===== config.mk =====
export PLATFORM = sky130hd
export DESIGN_NAME = uart_tx_fifo_flat
export DESIGN_NICKNAME = d
export VERILOG_FILES = /design/src/rtl/uart_tx_fifo_if.sv /design/src/rtl/uart_tx_fifo.sv /design/src/flat_wrapper.sv
export SDC_FILE = /design/constraint.sdc
export NUM_CORES = 1
export LEC_CHECK = 0
export BUFFER_PORTS_ARGS = -buffer_cell sky130_fd_sc_hd__buf_2
export CORE_ASPECT_RATIO = 0.75
export CORE_MARGIN = 10
export CORE_UTILIZATION = 62
export CTS_CLUSTER_SIZE = 25
export DETAILED_ROUTE_END_ITERATION = 16
export PLACE_DENSITY = 0.92
export SLEW_MARGIN = 20
export SYNTH_ARGS = -nofsm -noshare
export SYNTH_HDL_FRONTEND = slang
export SYNTH_SLANG_ARGS = --single-unit

===== constraint.sdc =====
create_clock -name clk -period 6.1 [get_ports clk]
set_input_delay 0.61 -clock clk [delete_from_list [all_inputs] [get_ports clk]]
set_output_delay 0.61 -clock clk [all_outputs]
set_load 0.01 [all_outputs]

===== src/rtl/uart_tx_fifo_if.sv =====
// Byte producer handshake into the UART transmitter: data_in is transferred on
// any rising edge where data_valid && data_ready.
interface uart_tx_fifo_if;
  logic [7:0] data_in;
  logic       data_valid;
  logic       data_ready;

  modport master (output data_in, output data_valid, input data_ready);
  modport slave  (input data_in, input data_valid, output data_ready);
endinterface


===== src/rtl/uart_tx_fifo.sv =====
// 8N1 UART transmitter fed by a small byte FIFO; a byte pushed into an empty idle
// FIFO starts its start bit one clock later. data_ready drops only when the FIFO is full.
module uart_tx_fifo #(
  parameter int CLKS_PER_BIT = 8,
  parameter int FIFO_DEPTH   = 4,
  parameter int MSB_FIRST    = 1
) (
  input  logic                          clk,
  input  logic                          btn,
  uart_tx_fifo_if.slave                 bus,
  output logic                          uart_tx,
  output logic                          busy,
  output logic [$clog2(FIFO_DEPTH):0]   fifo_count
);

  localparam int PW = $clog2(FIFO_DEPTH);
  localparam int CW = $clog2(CLKS_PER_BIT);
  localparam logic [CW-1:0] BAUD_LAST = CW'(CLKS_PER_BIT - 1);
  localparam logic [PW:0]   FULL      = (PW+1)'(FIFO_DEPTH);

  typedef enum logic [1:0] {IDLE, START, DATA, STOP} state_t;

  state_t        state, state_nxt;
  logic [7:0]    mem [FIFO_DEPTH];
  logic [PW-1:0] wr_ptr, rd_ptr;
  logic [CW-1:0] baud, baud_nxt;
  logic [2:0]    bit_idx, bit_idx_nxt;
  logic [7:0]    shreg, shreg_nxt;
  logic          tx_nxt;
  logic          push, pop, baud_end;

  assign bus.data_ready = (fifo_count != FULL);
  assign push           = bus.data_valid && bus.data_ready;
  assign busy           = (state != IDLE) || (fifo_count != '0);
  assign baud_end       = (baud == BAUD_LAST);

  always_ff @(posedge clk) begin
    if (push) mem[wr_ptr] <= bus.data_in;
  end

  // Pointers wrap naturally because FIFO_DEPTH is a power of two.
  always_ff @(posedge clk or negedge btn) begin
    if (!btn) begin
      wr_ptr     <= '0;
      rd_ptr     <= '0;
      fifo_count <= '0;
    end else begin
      if (push) wr_ptr <= wr_ptr + PW'(1);
      if (pop)  rd_ptr <= rd_ptr + PW'(1);
      case ({push, pop})
        2'b10:   fifo_count <= fifo_count + (PW+1)'(1);
        2'b01:   fifo_count <= fifo_count - (PW+1)'(1);
        default: fifo_count <= fifo_count;
      endcase
    end
  end

  always_ff @(posedge clk or negedge btn) begin
    if (!btn) begin
      state   <= IDLE;
      baud    <= '0;
      bit_idx <= '0;
      shreg   <= '0;
      uart_tx <= 1'b1;
    end else begin
      state   <= state_nxt;
      baud    <= baud_nxt;
      bit_idx <= bit_idx_nxt;
      shreg   <= shreg_nxt;
      uart_tx <= tx_nxt;
    end
  end

  always_comb begin
    state_nxt   = state;
    baud_nxt    = baud;
    bit_idx_nxt = bit_idx;
    shreg_nxt   = shreg;
    tx_nxt      = uart_tx;
    pop         = 1'b0;
    case (state)
      IDLE: begin
        tx_nxt = 1'b1;
        if (fifo_count != '0) begin
          pop       = 1'b1;
          shreg_nxt = mem[rd_ptr];
          baud_nxt  = '0;
          state_nxt = START;
          tx_nxt    = 1'b0;
        end
      end
      START: begin
        if (baud_end) begin
          baud_nxt    = '0;
          bit_idx_nxt = '0;
          state_nxt   = DATA;
          tx_nxt      = (MSB_FIRST != 0) ? shreg[7] : shreg[0];
        end else begin
          baud_nxt = baud + CW'(1);
        end
      end
      DATA: begin
        if (baud_end) begin
          baud_nxt = '0;
          if (bit_idx == 3'd7) begin
            state_nxt = STOP;
            tx_nxt    = 1'b1;
          end else begin
            // The line always shows the bit at the outgoing end of the shifter.
            bit_idx_nxt = bit_idx + 3'd1;
            if (MSB_FIRST != 0) begin
              shreg_nxt = {shreg[6:0], 1'b0};
              tx_nxt    = shreg[6];
            end else begin
              shreg_nxt = {1'b0, shreg[7:1]};
              tx_nxt    = shreg[1];
            end
          end
        end else begin
          baud_nxt = baud + CW'(1);
        end
      end
      STOP: begin
        if (baud_end) begin
          baud_nxt = '0;
          if (fifo_count != '0) begin
            pop       = 1'b1;
            shreg_nxt = mem[rd_ptr];
            state_nxt = START;
            tx_nxt    = 1'b0;
          end else begin
            state_nxt = IDLE;
            tx_nxt    = 1'b1;
          end
        end else begin
          baud_nxt = baud + CW'(1);
        end
      end
      default: begin
        state_nxt = IDLE;
        tx_nxt    = 1'b1;
      end
    endcase
  end

endmodule

===== src/flat_wrapper.sv =====
// flat-port wrapper written by rule: the top's interface ports become plain ports
module uart_tx_fifo_flat 
#(
  parameter int CLKS_PER_BIT = 8,
  parameter int FIFO_DEPTH   = 4,
  parameter int MSB_FIRST    = 1
)
  (clk, btn, uart_tx, busy, fifo_count, bus_data_in, bus_data_valid, bus_data_ready);
  uart_tx_fifo_if bus_i ();
  input  logic clk;
  input  logic btn;
  output logic uart_tx;
  output logic busy;
  output logic [$clog2(FIFO_DEPTH):0] fifo_count;
  input wire logic [$bits(bus_i.data_in)-1:0] bus_data_in;
  input wire logic [$bits(bus_i.data_valid)-1:0] bus_data_valid;
  output wire logic [$bits(bus_i.data_ready)-1:0] bus_data_ready;
  assign bus_i.data_in = bus_data_in;
  assign bus_i.data_valid = bus_data_valid;
  assign bus_data_ready = bus_i.data_ready;
  uart_tx_fifo #(.CLKS_PER_BIT(CLKS_PER_BIT), .FIFO_DEPTH(FIFO_DEPTH), .MSB_FIRST(MSB_FIRST)) u_core (.clk(clk), .btn(btn), .bus(bus_i), .uart_tx(uart_tx), .busy(busy), .fifo_count(fifo_count));
endmodule

==> metrics.yaml <==
run_status:
  status: "complete, no violations"
power_and_ir_drop:
  p_leak_nw: 1.10
  vdd_drop_max_mv: 0.254
  power_density_nw_per_um2: 302
  p_total_mw: 0.840
global_route:
  grt_pass1_vias: 1587
  grt_max_degree: 25
  track_usage_pct: 13.2
  grt_pass1_wl_um: 7360
  grt_overflow: 0
  antenna_found_initial: 0
clocking:
  cts.reportedPaths.clkPinSlew_ns: 0.10
  clock_sinks: 56
  clock_latency_ns: 0.30
  htree_levels: 2
  hold_buffers: 0
  tritoncts: "built"
  cts_resized: 0
  clk_path_buf_depth: 2
  numCtsBuffers: 5
  cts-root-buf: "clkbuf_8"
  post-cts-setup-buffers: 0
setup_path:
  cp.required_ns: 6.33
  regToRegEndpoint: "u_core.fifo_count[2]"
  reg2reg_depth: 9
  rrSetupSlack_ns: 3.57
  regToRegStartpoint: "u_core.state[0]"
  critical_path.max_fanout: 6
  endpoint_kind: "flop"
  critPathLaunchType: "flop"
  crit_arrival_ns: 2.76
  worst-setup-path-type: "flop to flop"
logic_synthesis:
  ys.flop_type: "edfxtp_1"
  seq_area_frac_synth_pct: 60.7
  synth_top_area_share_pct: 37.3
  synth_fp_nets: 219
  yosysUniqueCellTypes: 36
  synth_most_common_cell: "edfxtp_1"
  yosys-top-cells-count: "32 x edfxtp_1, 23 x dfrtp_1, 20 x nand2_1"
  yosysTopAreaCell: "edfxtp_1"
  async_flop_share_pct: 42.9
  synth.area.top_cells: "edfxtp_1 37%, dfrtp_1 22%, ha_1 6.8%"
  netlist_instances: 193
  syn_avg_cell_area_um2: 13.3
  yosysWarnings: 0
  netlist_area_um2: 2570
  synth_seq_cells: 56
  synth_edf_count: 32
timing:
  worst_slew_pin_slew_ns: 0.842
  fin_setup_tns_ns: 0
  post-route-period-util_pct: 41.4
  rsz0062_at_grt: "no"
  worst_slack_ns: 3.57
  finalSetupViolations: 0
  fin_skew_ns: 0.00621
  drv_slew: 0
  relSlewSlack_pct: 43.9
  max_freq_mhz: 396
  fin_crit_ns: 2.53
  final_hold_viol_count: 0
detailed_routing:
  drt_iter0_markers: 106
  wl_per_cell_um: 16.6
  dr.pass1.iters: 4
  wl_um: 4460
  antenna_left: 0
  via_per_inst: 5.71
  drc: 0
  num_vias: 1529
placement:
  place_congestion: 0.789
  io_buffers: 16
  hpwl_um: 3190
  dp_slack_ns: 3.61
floorplanning:
  core_um2: 4030
  dieArea_um2: 7160
  row_count: 20
  start_util_pct: 63.9
  ios: 17
  dieWidth_um: 94.4
  die_h_um: 75.8
run:
  drv_cap: 0
worst_hold_path:
  worst_hold_path_type: "primary input to asynchronous set/reset pin"
finish:
  syn_to_final_growth_pct: 8.07
  nets: 238
  insertedDiodeCount: 0
  drive_gt1_share_pct: 16.4
[report_power, final]
part           internal [mW]  switching [mW]  leakage (nW)
logic                 0.0535          0.0877         0.463
clock network         0.0825           0.119        0.0485
registers              0.466          0.0314         0.586
[cells in the final DEF, fill, tap and decap left out, drive strengths merged, types with 4 or more instances in the layout]
cell	instances
edfxtp	32
dfrtp	23
o21ai	21
nand2	20
buf	16
mux2i	15
ha	14
inv	11
a22oi	9
clkbuf	5
and3	4
nor2	4
[sequential cells by signal, summed over array words and instances (netlist names)]
register / flops
u_core.mem: 32
u_core.shreg: 8
u_core.baud: 3
u_core.bit_idx: 3
u_core.fifo_count: 3
u_core.rd_ptr: 2
u_core.state: 2
u_core.wr_ptr: 2
u_core.uart_tx: 1
[worst max-delay path: stages, from the launching register on]
cell     delay, ns
dfrtp_1       0.44
inv_1         0.12
ha_1          0.36
nor3_1        0.43
ha_1          0.26
inv_1         0.06
fa_1          0.37
xor2_1        0.15
nor2_1        0.12
xor2_1        0.15
[stage by stage]
step           std cells  hold slack, ns  utilization (%)  cell area (µm²)
3_3_place_gp         260           0.453             66.8             2690
2_1_floorplan        193           0.314                -             2570
4_1_cts              268           0.292             69.1             2780
5_1_grt              268           0.307             69.1             2780
3_5_place_dp         260           0.462             66.8             2690
6_report             268           0.282             69.1             2780
[kinds of logic after synthesis]
kind of cell	count (synthesis)	share of synthesized area, %
AOI/OAI and AO/OA	38	10.1
xor gates and xnor gates	6	2.04
adders and majority gates	15	7.58
buffers and inverters	14	2.72
DFF	56	60.7
muxes	19	8.02
and+or+nand+nor	45	8.84
[cell type report]
class,instances,area [µm²]
flip-flops and latches,56,1560
fillers,268,1250
multi-input cells,123,942
repair buffers,16,80.1
clock buffers,5,68.8
well taps,55,68.8
inverters,10,37.5
clock inverters,3,22.5
[worst max-delay path by stage]
| stage | slack [ns] | to | startpoint |
|---|---|---|---|
| 6_report | 3.57 | u_core.fifo_count[2] | u_core.state[0] |
| 5_1_grt | 3.43 | u_core.fifo_count[2] | u_core.state[0] |
| 4_1_cts | 3.58 | u_core.fifo_count[2] | u_core.state[0] |
| 3_5_place_dp | 3.61 | u_core.fifo_count[2] | u_core.state[0] |
| 3_3_place_gp | 3.73 | u_core.fifo_count[2] | u_core.state[0] |
| 2_1_floorplan | 3.85 | u_core.fifo_count[2] | u_core.state[0] |
[metal layers]
layer / global-route usage [%] / vias up / part of all wire [%]
met5: 0 / - / 0
met4: 4.03 / 0 / 0.85
met3: 4.04 / 4 / 2.6
met2: 21.4 / 22 / 48
met1: 16.7 / 763 / 48
li1: - / 740 / -
Note: power is estimated with default switching activity, not from simulation.
